## config.mk

```make
export PLATFORM = sky130hd
export DESIGN_NAME = pu_wb_gpr_arb
export DESIGN_NICKNAME = d
export VERILOG_FILES = /design/src/rtl/pu_wb_gpr_arb_pkg.sv /design/src/rtl/pu_wb_fifo.sv /design/src/rtl/pu_wb_gpr_arb.sv
export SDC_FILE = /design/constraint.sdc
export NUM_CORES = 1
export LEC_CHECK = 0
export CAP_MARGIN = 0
export CORE_MARGIN = 3
export CORE_UTILIZATION = 35
export CTS_BUF_LIST = sky130_fd_sc_hd__clkbuf_8
export DETAILED_ROUTE_END_ITERATION = 8
export GPL_ROUTABILITY_DRIVEN = 0
export PLACE_DENSITY = 0.55
export SYNTH_ARGS = -nofsm -noshare
export SYNTH_HDL_FRONTEND = slang
export SYNTH_SLANG_ARGS = --single-unit
```

## constraint.sdc

```tcl
create_clock -name clk -period 6.2 [get_ports clk]
set_clock_uncertainty 0.05 [all_clocks]
set_input_delay 0.93 -clock clk [delete_from_list [all_inputs] [get_ports clk]]
set_output_delay 0.93 -clock clk [all_outputs]
set_load 0.01 [all_outputs]
```

## src/rtl/pu_wb_gpr_arb_pkg.sv

```systemverilog
`default_nettype none
// ============================================================================
//  Module   : pu_wb_gpr_arb_pkg
//  Brief    : Shared widths, build constants and helpers for the GPR
//             write-back arbiter and its long-latency write buffer.
//  Revision : 1.0  initial release
// ============================================================================
package pu_wb_gpr_arb_pkg;

  // Word and GPR address widths shared with the rest of the processor unit
  localparam int WORD_DATA_W   = 32;
  localparam int PU_GPR_ADDR_W = 5;

  // Build-time defaults for the write-back arbiter
  localparam int PU_WB_FIFO_DEPTH   = 4;
  localparam int PU_WB_STARVE_LIMIT = 8;

  typedef logic [WORD_DATA_W-1:0]   WordDataBus;
  typedef logic [PU_GPR_ADDR_W-1:0] PuGprAddrBus;

  // r0 is hard-wired to zero, so writes to it are dropped
  function automatic logic is_gpr_zero(input PuGprAddrBus a);
    return (a == '0);
  endfunction

endpackage : pu_wb_gpr_arb_pkg
`default_nettype wire

```

## src/rtl/pu_wb_fifo.sv

```systemverilog
`default_nettype none
// ============================================================================
//  Module   : pu_wb_fifo
//  Brief    : Synchronous write buffer for long-latency unit results.
//             Exposes every slot's address and valid flag so that the
//             issue stage can detect pending writes to a source operand.
//  Revision : 1.0  initial release
// ============================================================================
module pu_wb_fifo
  import pu_wb_gpr_arb_pkg::*;
#(
  parameter  int DEPTH = PU_WB_FIFO_DEPTH,
  localparam int PW    = $clog2(DEPTH),
  localparam int CW    = PW + 1
) (
  input  logic                          clk,
  input  logic                          rst_,
  input  logic                          i_push,
  input  PuGprAddrBus                   i_push_addr,
  input  WordDataBus                    i_push_data,
  input  logic                          i_pop,
  output PuGprAddrBus                   o_head_addr,
  output WordDataBus                    o_head_data,
  output logic                          o_full,
  output logic                          o_empty,
  output logic [CW-1:0]                 o_count,
  output logic [DEPTH-1:0]              o_ent_valid,
  output PuGprAddrBus [DEPTH-1:0]       o_ent_addr
);

  PuGprAddrBus     r_addr [DEPTH];
  WordDataBus      r_data [DEPTH];
  logic [DEPTH-1:0] r_valid;
  logic [PW-1:0]   r_wr_ptr;
  logic [PW-1:0]   r_rd_ptr;
  logic [CW-1:0]   r_count;
  logic            w_do_push;
  logic            w_do_pop;

  // Overflow and underflow requests are ignored rather than corrupting state
  assign w_do_push = i_push & ~o_full;
  assign w_do_pop  = i_pop  & ~o_empty;

  assign o_full      = (r_count == CW'(DEPTH));
  assign o_empty     = (r_count == '0);
  assign o_count     = r_count;
  assign o_head_addr = r_addr[r_rd_ptr];
  assign o_head_data = r_data[r_rd_ptr];
  assign o_ent_valid = r_valid;

  genvar g;
  generate
    for (g = 0; g < DEPTH; g++) begin : g_ent
      assign o_ent_addr[g] = r_addr[g];
    end
  endgenerate

  // Payload storage; validity is tracked separately so no reset is needed
  always_ff @(posedge clk) begin
    if (w_do_push) begin
      r_addr[r_wr_ptr] <= i_push_addr;
      r_data[r_wr_ptr] <= i_push_data;
    end
  end

  // Pointers wrap naturally because DEPTH is a power of two
  always_ff @(posedge clk or negedge rst_) begin
    if (!rst_) begin
      r_wr_ptr <= '0;
      r_rd_ptr <= '0;
      r_count  <= '0;
    end else begin
      if (w_do_push) r_wr_ptr <= r_wr_ptr + PW'(1);
      if (w_do_pop)  r_rd_ptr <= r_rd_ptr + PW'(1);
      if (w_do_push && !w_do_pop)      r_count <= r_count + CW'(1);
      else if (w_do_pop && !w_do_push) r_count <= r_count - CW'(1);
    end
  end

  // Per-slot valid flags feed the operand busy compare
  always_ff @(posedge clk or negedge rst_) begin
    if (!rst_) begin
      r_valid <= '0;
    end else begin
      if (w_do_pop)  r_valid[r_rd_ptr] <= 1'b0;
      if (w_do_push) r_valid[r_wr_ptr] <= 1'b1;
    end
  end

endmodule : pu_wb_fifo
`default_nettype wire

```

## src/rtl/pu_wb_gpr_arb.sv

```systemverilog
`default_nettype none
// ============================================================================
//  Module   : pu_wb_gpr_arb
//  Brief    : Single-port GPR write-back arbiter. The pipeline write-back
//             always wins; long-latency results are buffered and drained
//             when the pipeline is idle, with a bubble request raised when
//             the buffer has been starved for too long.
//  Revision : 1.0  initial release
// ============================================================================
module pu_wb_gpr_arb
  import pu_wb_gpr_arb_pkg::*;
#(
  parameter  int FIFO_DEPTH   = PU_WB_FIFO_DEPTH,
  parameter  int STARVE_LIMIT = PU_WB_STARVE_LIMIT,
  localparam int CW           = $clog2(FIFO_DEPTH) + 1,
  localparam int SW           = $clog2(STARVE_LIMIT + 1)
) (
  input  logic        clk,
  input  logic        rst_,
  input  logic        wbp_en,
  input  PuGprAddrBus wbp_addr,
  input  WordDataBus  wbp_data,
  input  logic        lu_valid,
  output logic        lu_ready,
  input  PuGprAddrBus lu_addr,
  input  WordDataBus  lu_data,
  input  PuGprAddrBus chk0_addr,
  input  PuGprAddrBus chk1_addr,
  output logic        chk0_busy,
  output logic        chk1_busy,
  output logic        stall_req,
  output PuGprAddrBus wr_addr,
  output logic        wr_en,
  output WordDataBus  wr_data
);

  PuGprAddrBus                 w_head_addr;
  WordDataBus                  w_head_data;
  logic                        w_full;
  logic                        w_empty;
  logic [CW-1:0]               w_count;
  logic [FIFO_DEPTH-1:0]       w_ent_valid;
  PuGprAddrBus [FIFO_DEPTH-1:0] w_ent_addr;
  logic                        w_lu_accept;
  logic                        w_push;
  logic                        w_pop;
  logic                        w_hit0;
  logic                        w_hit1;
  logic [SW-1:0]               w_starve_nxt;

  logic                        r_wr_en;
  PuGprAddrBus                 r_wr_addr;
  WordDataBus                  r_wr_data;
  logic [SW-1:0]               r_starve;
  logic                        r_stall_req;

  // Readiness comes from the registered occupancy only
  assign lu_ready    = rst_ & (w_count < CW'(FIFO_DEPTH));
  assign w_lu_accept = lu_valid & rst_ & ~w_full;
  // Writes to r0 are acknowledged but never stored
  assign w_push      = w_lu_accept & ~is_gpr_zero(lu_addr);
  // The buffer drains only on cycles the pipeline leaves the port free
  assign w_pop       = ~wbp_en & ~w_empty;

  pu_wb_fifo #(
    .DEPTH (FIFO_DEPTH)
  ) u_fifo (
    .clk         (clk),
    .rst_        (rst_),
    .i_push      (w_push),
    .i_push_addr (lu_addr),
    .i_push_data (lu_data),
    .i_pop       (w_pop),
    .o_head_addr (w_head_addr),
    .o_head_data (w_head_data),
    .o_full      (w_full),
    .o_empty     (w_empty),
    .o_count     (w_count),
    .o_ent_valid (w_ent_valid),
    .o_ent_addr  (w_ent_addr)
  );

  // Registered GPR write port: pipeline first, then buffer head
  always_ff @(posedge clk or negedge rst_) begin
    if (!rst_) begin
      r_wr_en   <= 1'b0;
      r_wr_addr <= '0;
      r_wr_data <= '0;
    end else if (wbp_en) begin
      r_wr_en   <= ~is_gpr_zero(wbp_addr);
      r_wr_addr <= wbp_addr;
      r_wr_data <= wbp_data;
    end else if (!w_empty) begin
      r_wr_en   <= 1'b1;
      r_wr_addr <= w_head_addr;
      r_wr_data <= w_head_data;
    end else begin
      r_wr_en   <= 1'b0;
    end
  end

  assign wr_en   = r_wr_en;
  assign wr_addr = r_wr_addr;
  assign wr_data = r_wr_data;

  // Count consecutive cycles the buffer is blocked by the pipeline
  always_comb begin
    w_starve_nxt = r_starve;
    if (w_empty || !wbp_en) begin
      w_starve_nxt = '0;
    end else if (r_starve != SW'(STARVE_LIMIT)) begin
      w_starve_nxt = r_starve + SW'(1);
    end
  end

  // Starvation counter and its registered bubble request
  always_ff @(posedge clk or negedge rst_) begin
    if (!rst_) begin
      r_starve    <= '0;
      r_stall_req <= 1'b0;
    end else begin
      r_starve    <= w_starve_nxt;
      r_stall_req <= (w_starve_nxt == SW'(STARVE_LIMIT));
    end
  end

  assign stall_req = r_stall_req;

  // Match operand addresses against buffered entries and the write in flight
  always_comb begin
    w_hit0 = r_wr_en && (r_wr_addr == chk0_addr);
    w_hit1 = r_wr_en && (r_wr_addr == chk1_addr);
    for (int i = 0; i < FIFO_DEPTH; i++) begin
      if (w_ent_valid[i] && (w_ent_addr[i] == chk0_addr)) w_hit0 = 1'b1;
      if (w_ent_valid[i] && (w_ent_addr[i] == chk1_addr)) w_hit1 = 1'b1;
    end
  end

  assign chk0_busy = ~is_gpr_zero(chk0_addr) & w_hit0;
  assign chk1_busy = ~is_gpr_zero(chk1_addr) & w_hit1;

endmodule : pu_wb_gpr_arb
`default_nettype wire

```

==> results.toml <==
[synth]
netlist.top_cell.by_area = "edfxtp_1"
syn_area_per_cell_sq_um = 16.2
synthesis.nets = 630
synth_ff_type = "edfxtp_1"
netlist_instances = 530
synthTopCellsByArea = "edfxtp_1 52%, dfrtp_1 16%, mux4_2 9.7%, mux2i_1 4.4%, xor2_1 4.4%"
ys_warn_count = 0
ys_seq_elements = 202
ys_async_sr_fraction_pct = 26.7
yosys.area.top_type_share_pct = 51.6
ys_seq_area_share_pct = 67.3
synth_edf_count = 148
syn_area_sq_mm = 0.00861
yosysUniqueCellTypes = 31

[global_routing]
grt_pass1_vias = 5408
met1_usage_pct = 19.4
grtUsageMet3_pct = 3.97
use_met2_pct = 23.6
overflow = 0
busiest_layer = "met2"
antenna_found_initial = 0
grt_start_max_net_pins = 79
grt_pass1_wl_um = 30000
track_usage_pct = 14.7

[timing]
maxSlewHeadroom_pct = 27.7
setup_viol = 0
tightest_slew_ns = 1.09
timing.final.hold_violations = 0
fin_tns_setup_ns = 0
drv_slew = 0
max_freq_ghz = 0.249
layout_setup_ws_ns = 2.18
finalCritPeriodShare_pct = 64.9
rsz0062_at_grt = "false"
finalCriticalPeriod_ns = 4.02

[cells_and_area]
area_growth_syn_to_layout_pct = 26.3
drive_above_1_share_pct = 15.0
utilization_pct = 45.6
fin_nets = 767
stdcell_area_sq_mm = 0.0109
antennaDiodeCount = 0

[power_and_ir_drop]
pwr-share-seq_pct = 44.8
leakage_nw = 4.11
powerDensity_mw_per_mm2 = 396
power.internal_w = 0.00303
p_sw_w = 0.00127
p_clk_share_pct = 28.0
ir_drop_uv = 188
sw_frac_of_total_pct = 29.5
p_comb_share_pct = 27.3

[setup_path]
cpLargestDelayFamily = "buffers and inverters"
worstPathRequired_ns = 5.22
crit_slowest_cell = "clkdlybuf4s50_1"
critical_path.cell_chain = "clkdlybuf4s50_1 -> xor2_1 -> nor4_1 -> nand3_1 -> nand3_1 -> o22a_1 -> clkdlybuf4s50_1"
ff2ff_path_depth = 5
rr_endpoint = "u_fifo.r_addr[3][0]$_DFFE_PP_"
critPathMaxFanout = 6
worstSetupPathType = "in2out"
critPathCaptureType = "output pin"
max_stage_delay_ns = 0.60
r2r-start = "u_fifo.o_count[0]$_DFFE_PN0P_"
path_buf_inv = 2
start_kind = "primary input"
arrival_ns = 3.04
r2r_slack_ns = 3.48

[place]
dp_hpwl_um = 12200
post-place-ws_ns = 2.22
io_buffers = 129
place_area_sq_mm = 0.0101

[routing]
via_count = 4885
wl_per_cell_um = 18.9
viasPerCell = 4.82
drt-initial-drc-count = 201
final_antenna_net_count = 0
dr.pass1.iters = 4
finalWirelength_um = 19100
drc = 0

[worst_hold_path]
hold_class = "reg2reg"
worstHoldStart = "u_fifo.o_count[2]$_DFFE_PN0P_"
min_to = "u_fifo.o_count[2]$_DFFE_PN0P_"
min_path_cells = 1

[floorplanning]
rows = 56
die_h_um = 163
core_sq_mm = 0.0238
io_pins = 130
die-area_sq_mm = 0.0265
chipWidth_um = 163
start_util_pct = 36.1

[clock_network]
cts_buffer_depth = 3
clock_latency_ns = 0.51
clkSinkCount = 202
hold_buffers = 0
cts_resized = 0
cts.clk_slew.worst_paths_ns = 0.05
cts.htree.levels = 2
postCtsSetupBuffers = 0
numCtsBuffers = 36
cts_tree = "done"
cts_root_buf = "clkbuf_8"

[outcome]
status = "complete, no violations"

[job]
cap_violations = 0
==> cells in the mapped netlist (4+ instances only) <==
library cell and instances:
a22o_1 4, edfxtp_1 148, mux4_2 37, inv_1 8, nor4_1 10, xnor2_1 14, buf_2 15, xor2_1 43
o21ai_1 38, clkbuf_1 15, nor2_1 8, nand3_1 14, and2_1 4, buf_6 4, ha_1 11, nand2_1 46
mux2i_1 38, dfrtp_1 54
==> metal layers <==
metal  part of all wire (%)  routed length (um)
met5                      0                   0
met4                    2.1                 404
met3                    6.4                1230
met2                     47                9020
met1                     44                8480
==> worst max-delay path by stage <==
stage | from | endpoint | slack [ns] | cells past startpoint
floorplan | chk1_addr[2] | chk1_busy | 3.33 | 6
global placement | chk0_addr[3] | chk0_busy | 2.34 | 7
detailed placement | chk0_addr[2] | chk0_busy | 2.22 | 7
CTS | chk0_addr[2] | chk0_busy | 2.21 | 7
global route | chk0_addr[2] | chk0_busy | 2.09 | 7
finish | chk0_addr[2] | chk0_busy | 2.18 | 7
==> registers in the layout (all words and copies together) (netlist names) <==
name,count
wr_addr,5
u_fifo.r_data,128
stall_req,1
u_fifo.r_addr,20
u_fifo.o_ent_valid,4
u_fifo.o_count,3
wr_en,1
r_starve,4
wr_data,32
u_fifo.r_rd_ptr,2
u_fifo.r_wr_ptr,2
==> layout make-up <==
type | count | area (sq um)
clock buffer | 44 | 606
inverter | 8 | 30.0
sequential | 202 | 5800
fill | 2128 | 13000
multi-input combinational | 286 | 2610
tap | 319 | 399
clock inverter | 21 | 116
timing repair buffer | 133 | 1310
==> power groups by stage <==
stage	combinational, W	clock, W	sequential [W]
after floorplan	0.000820	0	0.00186
after global placement	0.00118	0	0.00195
after detailed placement	0.00120	0	0.00196
after CTS	0.00120	0.00125	0.00193
after global routing	0.00129	0.00131	0.00197
final	0.00117	0.00120	0.00192
==> metrics by stage <==
step / power (W) / instances / hold slack [ns]
after floorplan: 0.00268 / 530 / 0.426
after global placement: 0.00313 / 948 / 0.460
after global routing: 0.00457 / 1013 / 0.521
after detailed placement: 0.00316 / 948 / 0.461
final: 0.00430 / 1013 / 0.464
after CTS: 0.00439 / 1013 / 0.469
==> worst register-to-register path: cells and delay by family, from the launching register on <==
kind             cells  cell delay (ns)
AO/OA/AOI/OAI        1             0.64
AND/OR/NAND/NOR      4             1.20
flip-flops           1             0.44
==> logic make-up after synthesis <==
group / after synthesis / share of synthesized area (%)
multiplexers: 77 / 14.4
buffers and inverters: 42 / 2.40
XOR/XNOR: 57 / 5.80
adder cells (fa/ha/maj): 12 / 1.83
AO/OA/AOI/OAI: 47 / 3.01
AND/OR/NAND/NOR: 93 / 5.25
flip-flops: 202 / 67.3
==> cell usage in the layout (no fill, tap or decap), types with 3 or more instances in the layout <==
master,n
nor4_1,10
and2_2,4
nand3_1,14
dfrtp_1,52
xnor2_1,14
clkbuf_8,44
edfxtp_1,148
xor2_1,43
mux2i_1,38
nand2_1,46
clkinv_1,3
nor2_1,8
o21ai_1,38
inv_1,21
a22o_1,4
clkdlybuf4s50_1,127
buf_4,4
ha_1,11
mux4_2,37
Power figures use the tool's default switching activity.
